[src/rtl/branch_flag_unit.sv]
// Byte-serial A - B with rippled borrow; registers compare flags and the
// RV32I branch-taken decision after four subtract cycles.
module branch_flag_unit (
    input  logic        clk,
    input  logic        reset,
    input  logic        start,
    input  logic [31:0] A,
    input  logic [31:0] B,
    input  logic [2:0]  funct3,
    output logic        busy,
    output logic        done,
    output logic [31:0] diff,
    output logic        A_S,
    output logic        B_S,
    output logic        S_S,
    output logic        EQ,
    output logic        lt,
    output logic        ltu,
    output logic        taken
);

    localparam int unsigned DATA_W = 32;
    localparam int unsigned BYTE_W = 8;
    localparam int unsigned ACC_W  = DATA_W - BYTE_W;

    localparam logic [1:0] IDLE = 2'd0;
    localparam logic [1:0] SUB  = 2'd1;
    localparam logic [1:0] DONE = 2'd2;

    logic [1:0]        state, state_next;
    logic              accept_c, last_c;

    logic [DATA_W-1:0] a_q, b_q;
    logic [2:0]        f3_q;
    logic [1:0]        k;
    logic              borrow;
    logic [ACC_W-1:0]  diff_acc;

    logic [4:0]        byte_sel_c;
    logic [BYTE_W-1:0] a_byte_c, b_byte_c;
    logic [BYTE_W:0]   sub_c;
    logic [DATA_W-1:0] diff_full_c;
    logic              s_s_c, eq_c, lt_c, ltu_c, taken_c;

    // State register
    always_ff @(posedge clk) begin
        if (reset) state <= IDLE;
        else       state <= state_next;
    end

    // Next-state and handshake decode
    always_comb begin
        state_next = state;
        accept_c   = 1'b0;
        last_c     = 1'b0;
        case (state)
            IDLE: begin
                if (start) begin
                    accept_c   = 1'b1;
                    state_next = SUB;
                end
            end
            SUB: begin
                if (k == 2'd3) begin
                    last_c     = 1'b1;
                    state_next = DONE;
                end
            end
            DONE: begin
                if (start) begin
                    accept_c   = 1'b1;
                    state_next = SUB;
                end else begin
                    state_next = IDLE;
                end
            end
            default: state_next = IDLE;
        endcase
    end

    // One byte of the subtract per cycle; borrow ripples through a register
    always_comb begin
        byte_sel_c  = {k, 3'b000};
        a_byte_c    = a_q[byte_sel_c +: BYTE_W];
        b_byte_c    = b_q[byte_sel_c +: BYTE_W];
        sub_c       = {1'b0, a_byte_c} - {1'b0, b_byte_c} - 9'(borrow);
        diff_full_c = {sub_c[BYTE_W-1:0], diff_acc};
        s_s_c       = diff_full_c[DATA_W-1];
        eq_c        = (diff_full_c == '0);
        ltu_c       = sub_c[BYTE_W];
        lt_c        = (a_q[DATA_W-1] & ~b_q[DATA_W-1])
                    | (~eq_c & s_s_c & (~b_q[DATA_W-1] | a_q[DATA_W-1]));
        case (f3_q)
            3'b000:  taken_c = eq_c;
            3'b001:  taken_c = ~eq_c;
            3'b100:  taken_c = lt_c;
            3'b101:  taken_c = ~lt_c;
            3'b110:  taken_c = ltu_c;
            3'b111:  taken_c = ~ltu_c;
            default: taken_c = 1'b0;
        endcase
    end

    // Datapath and registered outputs
    always_ff @(posedge clk) begin
        if (reset) begin
            a_q      <= '0;
            b_q      <= '0;
            f3_q     <= '0;
            k        <= '0;
            borrow   <= 1'b0;
            diff_acc <= '0;
            busy     <= 1'b0;
            done     <= 1'b0;
            diff     <= '0;
            A_S      <= 1'b0;
            B_S      <= 1'b0;
            S_S      <= 1'b0;
            EQ       <= 1'b0;
            lt       <= 1'b0;
            ltu      <= 1'b0;
            taken    <= 1'b0;
        end else begin
            if (accept_c) begin
                a_q    <= A;
                b_q    <= B;
                f3_q   <= funct3;
                k      <= '0;
                borrow <= 1'b0;
            end else if (state == SUB) begin
                k        <= k + 2'd1;
                borrow   <= sub_c[BYTE_W];
                // Low bytes shift in from the top; three shifts leave {b2,b1,b0}
                diff_acc <= {sub_c[BYTE_W-1:0], diff_acc[ACC_W-1:BYTE_W]};
            end
            if (last_c) begin
                diff  <= diff_full_c;
                A_S   <= a_q[DATA_W-1];
                B_S   <= b_q[DATA_W-1];
                S_S   <= s_s_c;
                EQ    <= eq_c;
                lt    <= lt_c;
                ltu   <= ltu_c;
                taken <= taken_c;
            end
            busy <= (state_next == SUB);
            done <= (state_next == DONE);
        end
    end

endmodule

[config.mk]
export PLATFORM = sky130hd
export DESIGN_NAME = branch_flag_unit
export DESIGN_NICKNAME = d
export VERILOG_FILES = /design/src/rtl/branch_flag_unit.sv
export SDC_FILE = /design/constraint.sdc
export NUM_CORES = 1
export LEC_CHECK = 0
export CAP_MARGIN = 20
export CORE_AREA = 2 2 94 132
export CTS_CLUSTER_DIAMETER = 30
export CTS_CLUSTER_SIZE = 12
export DETAILED_ROUTE_END_ITERATION = 16
export DIE_AREA = 0 0 96 134
export PLACE_DENSITY = 0.75
export REMOVE_ABC_BUFFERS = 1
export SLEW_MARGIN = 20
export SYNTH_ARGS = -nofsm -noshare
export SYNTH_HDL_FRONTEND = slang
export SYNTH_SLANG_ARGS = --single-unit
[constraint.sdc]
create_clock -name clk -period 4.8 [get_ports clk]
set_input_delay 0.72 -clock clk [delete_from_list [all_inputs] [get_ports clk]]
set_output_delay 0.72 -clock clk [all_outputs]
set_load 0.02 [all_outputs]
* Yosys cells after proc, flatten, opt, wreduce, memory -nomap -nowiden
Index checks and enable logic that the tools add are counted.
** Cells by class
- Add/sub/neg operators :: 3
- $mul :: 0
- Divide/modulo/power cells :: 0
- Order comparisons :: 0
- Eq/ne operators :: 10
- Shift operators :: 2
- Mux-type cells :: 9
- Bitwise operators :: 10
- Reduce and logical (&&, ||, !) cells :: 6
** Operators by type and width (number)
- indexed part select 32 x 6 -> 8 bit :: 2
- logical NOT 32 bit :: 1
- equality test 3 bit (second input constant) :: 4
- subtractor 8 x 8 -> 9 bit :: 1
- subtractor 9 x 1 -> 9 bit :: 1
- equality test 2 bit (second input constant) :: 3
- case mux 1 bit (6 select lines) :: 1
- case mux 2 bit (3 select lines) :: 1
- 2-to-1 mux 1 bit :: 5
- NOT 1 bit :: 5
- equality test 2 x 1 -> 1 bit (second input constant) :: 2
- 2-to-1 mux 2 bit :: 2
- OR reduction 2 bit :: 2
- bitwise AND 1 bit :: 3
- equality test 3 x 1 -> 1 bit (second input constant) :: 1
- logical NOT 3 bit :: 1
- adder 2 x 1 -> 2 bit (second input constant) :: 1
- logical NOT 2 bit :: 1
- bitwise OR 1 bit :: 2
- AND reduction 2 bit :: 1
** Storage, ports and cells
- Register bits after elaboration :: 137
- Bits in latches :: 0
- RAM bits :: 0
- Memory bits (read-only) :: 0
- Bits of input ports :: 70
- Output and inout port bits :: 41
- Word-level logic and storage cells :: 57
- Memories kept :: 0

* Logic depth before layout (Yosys ltp)
- Depth in word-level cells :: 10
- Mapped depth :: 15
- Depth with buffers taken out :: 13

* Least setup slack after synthesis
No wires, ideal clock.
- Path kind :: reg-to-reg
- Start :: reg k[0]
- End :: reg taken
- Library setup time :: 0.142 ns
- Data arrival time :: 3.953 ns
- Data required time :: 4.658 ns
- Path slack :: 0.705 ns
- Stages on the path, launching flop included :: 15
- Path buffers :: 2
- Period minus slack after synthesis :: 4.095 ns
- Cells stage by stage :: dfxtp_1 -> buf_6 -> buf_1 -> mux4_2 -> fa_1 -> inv_1 -> ha_1 -> nand2b_1 -> o221ai_2 -> o2111ai_1 -> o311ai_4 -> maj3_1 -> or3b_1 -> o2111ai_1 -> a311oi_1
** On the way
- Word-level cells in the longest chain between the ends :: 10
- Elaborated cells between the ends (all ways) :: 15
- Classes of those cells :: 2 x add/sub; 1 x eq/ne; 2 x shift; 3 x mux; 6 x bitwise; 1 x reduce/logical
** RTL lines
- start: declaration :: line 35 : logic [1:0] k;
- start signal: assignment :: line 131 : k <= k + 2'd1;
- indexed part select 32 x 6 -> 8 bit (on tied branches) :: line 84, 85
- subtractor 8 x 8 -> 9 bit :: line 86 : sub_c = {1'b0, a_byte_c} - {1'b0, b_byte_c} - 9'(borrow);
- subtractor 9 x 1 -> 9 bit :: line 86
- logical NOT 32 bit :: line 89 : eq_c = (diff_full_c == '0);
- NOT 1 bit :: line 92, 95
- bitwise AND 1 bit (2 in a row) :: line 92 : | (~eq_c & s_s_c & (~b_q[DATA_W-1] | a_q[DATA_W-1]));
- bitwise OR 1 bit :: line 92
- NOT 1 bit :: line 97 : 3'b101: taken_c = ~lt_c;
- case mux 1 bit (6 select lines) :: line 93 : case (f3_q)
- end signal: assignment :: line 144 : taken <= taken_c;
- end: declaration :: line 19 : output logic taken
Parallel ways exist; a longest one is shown, timed or not.
A chain may end at the register's enable or synchronous reset.

* Final worst setup path
Ends and elaborated chain as after synthesis.

==> flow_metrics.env <==
export IMPL_hp_start="diff[8]"
export IMPL_setup_viol=0
export IMPL_clk_pin_slew_ps=60
export IMPL_synth_warnings=0
export IMPL_grt_total_usage_pct=20.4
export IMPL_area_delta_synth_final_pct=31.2
export IMPL_reg2reg_from="k[0]"
export IMPL_cts_sinks=136
export IMPL_p_per_area_nw_per_um2=400
export IMPL_postCtsHoldBufs=0
export IMPL_grt_overflow=0
export IMPL_drtIter0Drc=179
export IMPL_fin_nets=860
export IMPL_rrSetupSlack_ps=900
export IMPL_timing_reg2reg_worst_path_depth=14
export IMPL_syn_instance_count=689
export IMPL_crit_buf_inv=3
export IMPL_finalSetupTns_ps=0
export IMPL_ys_flop_type="dfxtp_1"
export IMPL_post_route_period_util_pct=81.2
export IMPL_path_class="reg2reg"
export IMPL_grt_pass1_wl_microns=20800
export IMPL_finalHoldViolations=0
export IMPL_min_to="diff[8]"
export IMPL_ys_ff_latch=136
export IMPL_io_buffers=110
export IMPL_critPathLaunchType="flop"
export IMPL_max_freq_mhz=256
export IMPL_synthSimpleGateAreaFrac_pct=21.2
export IMPL_power_leakage_nw=2.71
export IMPL_core_area_sq_um=11700
export IMPL_pre_cts_slack_ps=881
export IMPL_holdPathStages=2
export IMPL_pin_count=111
export IMPL_place_area_sq_um=6850
export IMPL_crit_family="compound AO/OA/AOI/OAI gates"
export IMPL_wire_per_inst_microns=13.2
export IMPL_crit_path_end_kind="flop"
export IMPL_synth_mux_area_share_pct=7.08
export IMPL_synth_area_sq_um=5710
export IMPL_vias=4855
export IMPL_synth_edff_count=0
export IMPL_die_h_microns=134
export IMPL_cts_buffers=17
export IMPL_cp_arrival_ps=4160
export IMPL_die_area_sq_um=12900
export IMPL_initial_core_util_pct=48.8
export IMPL_peakVddDrop_v=0.000250
export IMPL_cts_repair_resized=0
export IMPL_die_width_microns=96
export IMPL_cts_root_buf="clkbuf_16"
export IMPL_path_cells="buf_4 > mux4_1 > inv_1 > ha_1 > inv_1 > ha_1 > o21a_1 > o21a_1 > o2111ai_1 > o311ai_4 > maj3_1 > or3b_1 > o2111ai_1 > a311oi_1"
export IMPL_clockBufferDepth=2
export IMPL_placementRows=47
export IMPL_rsz0062_at_grt="false"
export IMPL_status="finished clean"
export IMPL_antenna_found_initial=0
export IMPL_ant_nets=0
export IMPL_synth_compound_area_share_pct=13.9
export IMPL_finClkSkew_ps=6.61
export IMPL_slew_limit_headroom_pct=29.5
export IMPL_synth_adder_area_share_pct=3.73
export IMPL_r2r_end="taken"
export IMPL_cpMaxStageDelayCell="mux4_1"
export IMPL_cpPeakStageDelay_ps=600
export IMPL_yosys_cell_types_count=43
export IMPL_crit_path_max_fanout=17
export IMPL_timing_hold_ws_ps=453
export IMPL_antenna_cells=0
export IMPL_hp_class="reg2reg"
export IMPL_nFillCells=982
export IMPL_syn_area_per_cell_sq_um=8.28
export IMPL_wl_microns=12300
export IMPL_avgViaCountPerCell=5.19
export IMPL_drtPass1Iterations=4
export IMPL_synthArstFlopShare_pct=0
export IMPL_clock_latency_ps=410
export IMPL_crit_required_ps=5060
export IMPL_hpwl_microns=8360
export IMPL_place_gp_congestion=0.833
export IMPL_htreeDepth=4
export IMPL_slew_viol_final=0
export IMPL_grt_pass1_vias=4660
export IMPL_grt_max_degree=115
export IMPL_fin_area_sq_um=7490
export IMPL_synth_top_family_by_area="simple AND/OR/NAND/NOR gates"
export IMPL_timing_final_ws_setup_ps=901
export IMPL_cap_violations=0
export IMPL_synthXorXnorAreaFrac_pct=1.47
export IMPL_postCtsSetupRepairBufs=0
export IMPL_drc=0
export IMPL_fin_crit_ps=3900
export IMPL_ys_seq_area_share_pct=47.7
export IMPL_cts_tree="built"
export IMPL_layout_drive_gt1_share_pct=7.61
export IMPL_tightest_slew_ps=1060
==> cell usage in the layout, fill, tap and decap left out, drive strengths merged, types with 2 or more instances in the layout <==
cell           instances
nand2                248
dfxtp                136
a21oi                125
clkdlybuf4s50        109
inv                   24
clkbuf                18
nor2                  16
mux4                  15
ha                    13
nor3                   7
buf                    7
nor4                   6
clkinv                 6
a211oi                 5
nand2b                 5
xnor2                  4
bufinv                 4
mux2i                  4
nor2b                  4
xor2                   3
o21a                   3
a2111oi                2
o2111ai                2
a311oi                 2
nand4                  2
fa                     2
clkinvlp               2
==> through the flow <==
step                      std cells  total power, mW  utilization, %
final                           935             2.99            64.0
after global routing            935             3.11            64.0
after CTS                       935             3.01            63.9
after detailed placement        903             1.66            58.6
after global placement          903             1.64            58.5
after floorplan                 640             1.50               -
==> per-layer routing <==
layer	vias to the layer above	share of wire, %	GRT usage, %
li1	2466	-	-
met1	2212	41	24.2
met2	149	52	34.7
met3	28	4.7	4.72
met4	0	2.4	8.41
met5	-	0	0
==> cell usage after synthesis, drive strengths merged, types with 2 or more instances <==
library cell / number / area share, %
nand2: 248 / 16
dfxtp: 136 / 48
a21oi: 125 / 11
clkbuf: 38 / 2.5
inv: 22 / 1.4
nor2: 16 / 1.1
mux4: 15 / 6.2
ha: 13 / 2.9
buf: 11 / 0.94
nor3: 7 / 0.61
nor4: 6 / 0.92
a211oi: 5 / 0.66
nand2b: 5 / 0.55
mux2i: 4 / 0.83
nor2b: 4 / 0.44
xnor2: 4 / 0.61
o21a: 3 / 0.39
xor2: 3 / 0.46
a2111oi: 2 / 0.31
a311oi: 2 / 0.31
fa: 2 / 0.70
nand4: 2 / 0.22
o2111ai: 2 / 0.31
==> power breakdown <==
group | switching (mW) | internal, mW
clock network | 0.488 | 0.873
logic | 0.226 | 0.193
registers | 0.0353 | 1.18
==> worst reg2reg max path, delay by kind of cell, from the launching register on <==
kind                     cells  cell delay, ps
multiplexers                 1             610
AO/OA/AOI/OAI                6            1020
buffers and inverters        3             470
flip-flops                   1             380
AND/OR/NAND/NOR              1             360
adder cells (fa/ha/maj)      3             920
==> registers in the layout (all words and copies together) (netlist names) <==
register	cells
EQ	1
B_S	1
k	2
A_S	1
busy	1
done	1
state	2
f3_q	3
taken	1
diff	32
diff_acc	24
a_q	32
lt	1
ltu	1
b_q	32
borrow	1
==> cell type report <==
type	instances	area, sq um	share of cell area [%]
Clock inverter	14	198	2.64
Tap cell	147	184	2.46
Inverter	22	82.6	1.10
Timing Repair Buffer	116	1150	15.3
Clock buffer	18	429	5.73
Multi-Input combinational cell	482	2730	36.4
Sequential cell	136	2720	36.4
==> cell families after synthesis <==
logic type               Yosys count
buffers and inverters             71
adder cells (fa/ha/maj)           16
AO/OA/AOI/OAI                    143
multiplexers                      19
XOR/XNOR                           8
AND/OR/NAND/NOR                  296
flip-flops                       136
==> how the worst max path moves through the flow <==
stage,startpoint,end,cells past startpoint
detailed placement,k[0],taken,14
global route,k[0],taken,14
floorplan,k[0],taken,12
finish,k[0],taken,14
CTS,k[0],taken,14
global placement,k[0],taken,13
Power figures use the tool's default switching activity.
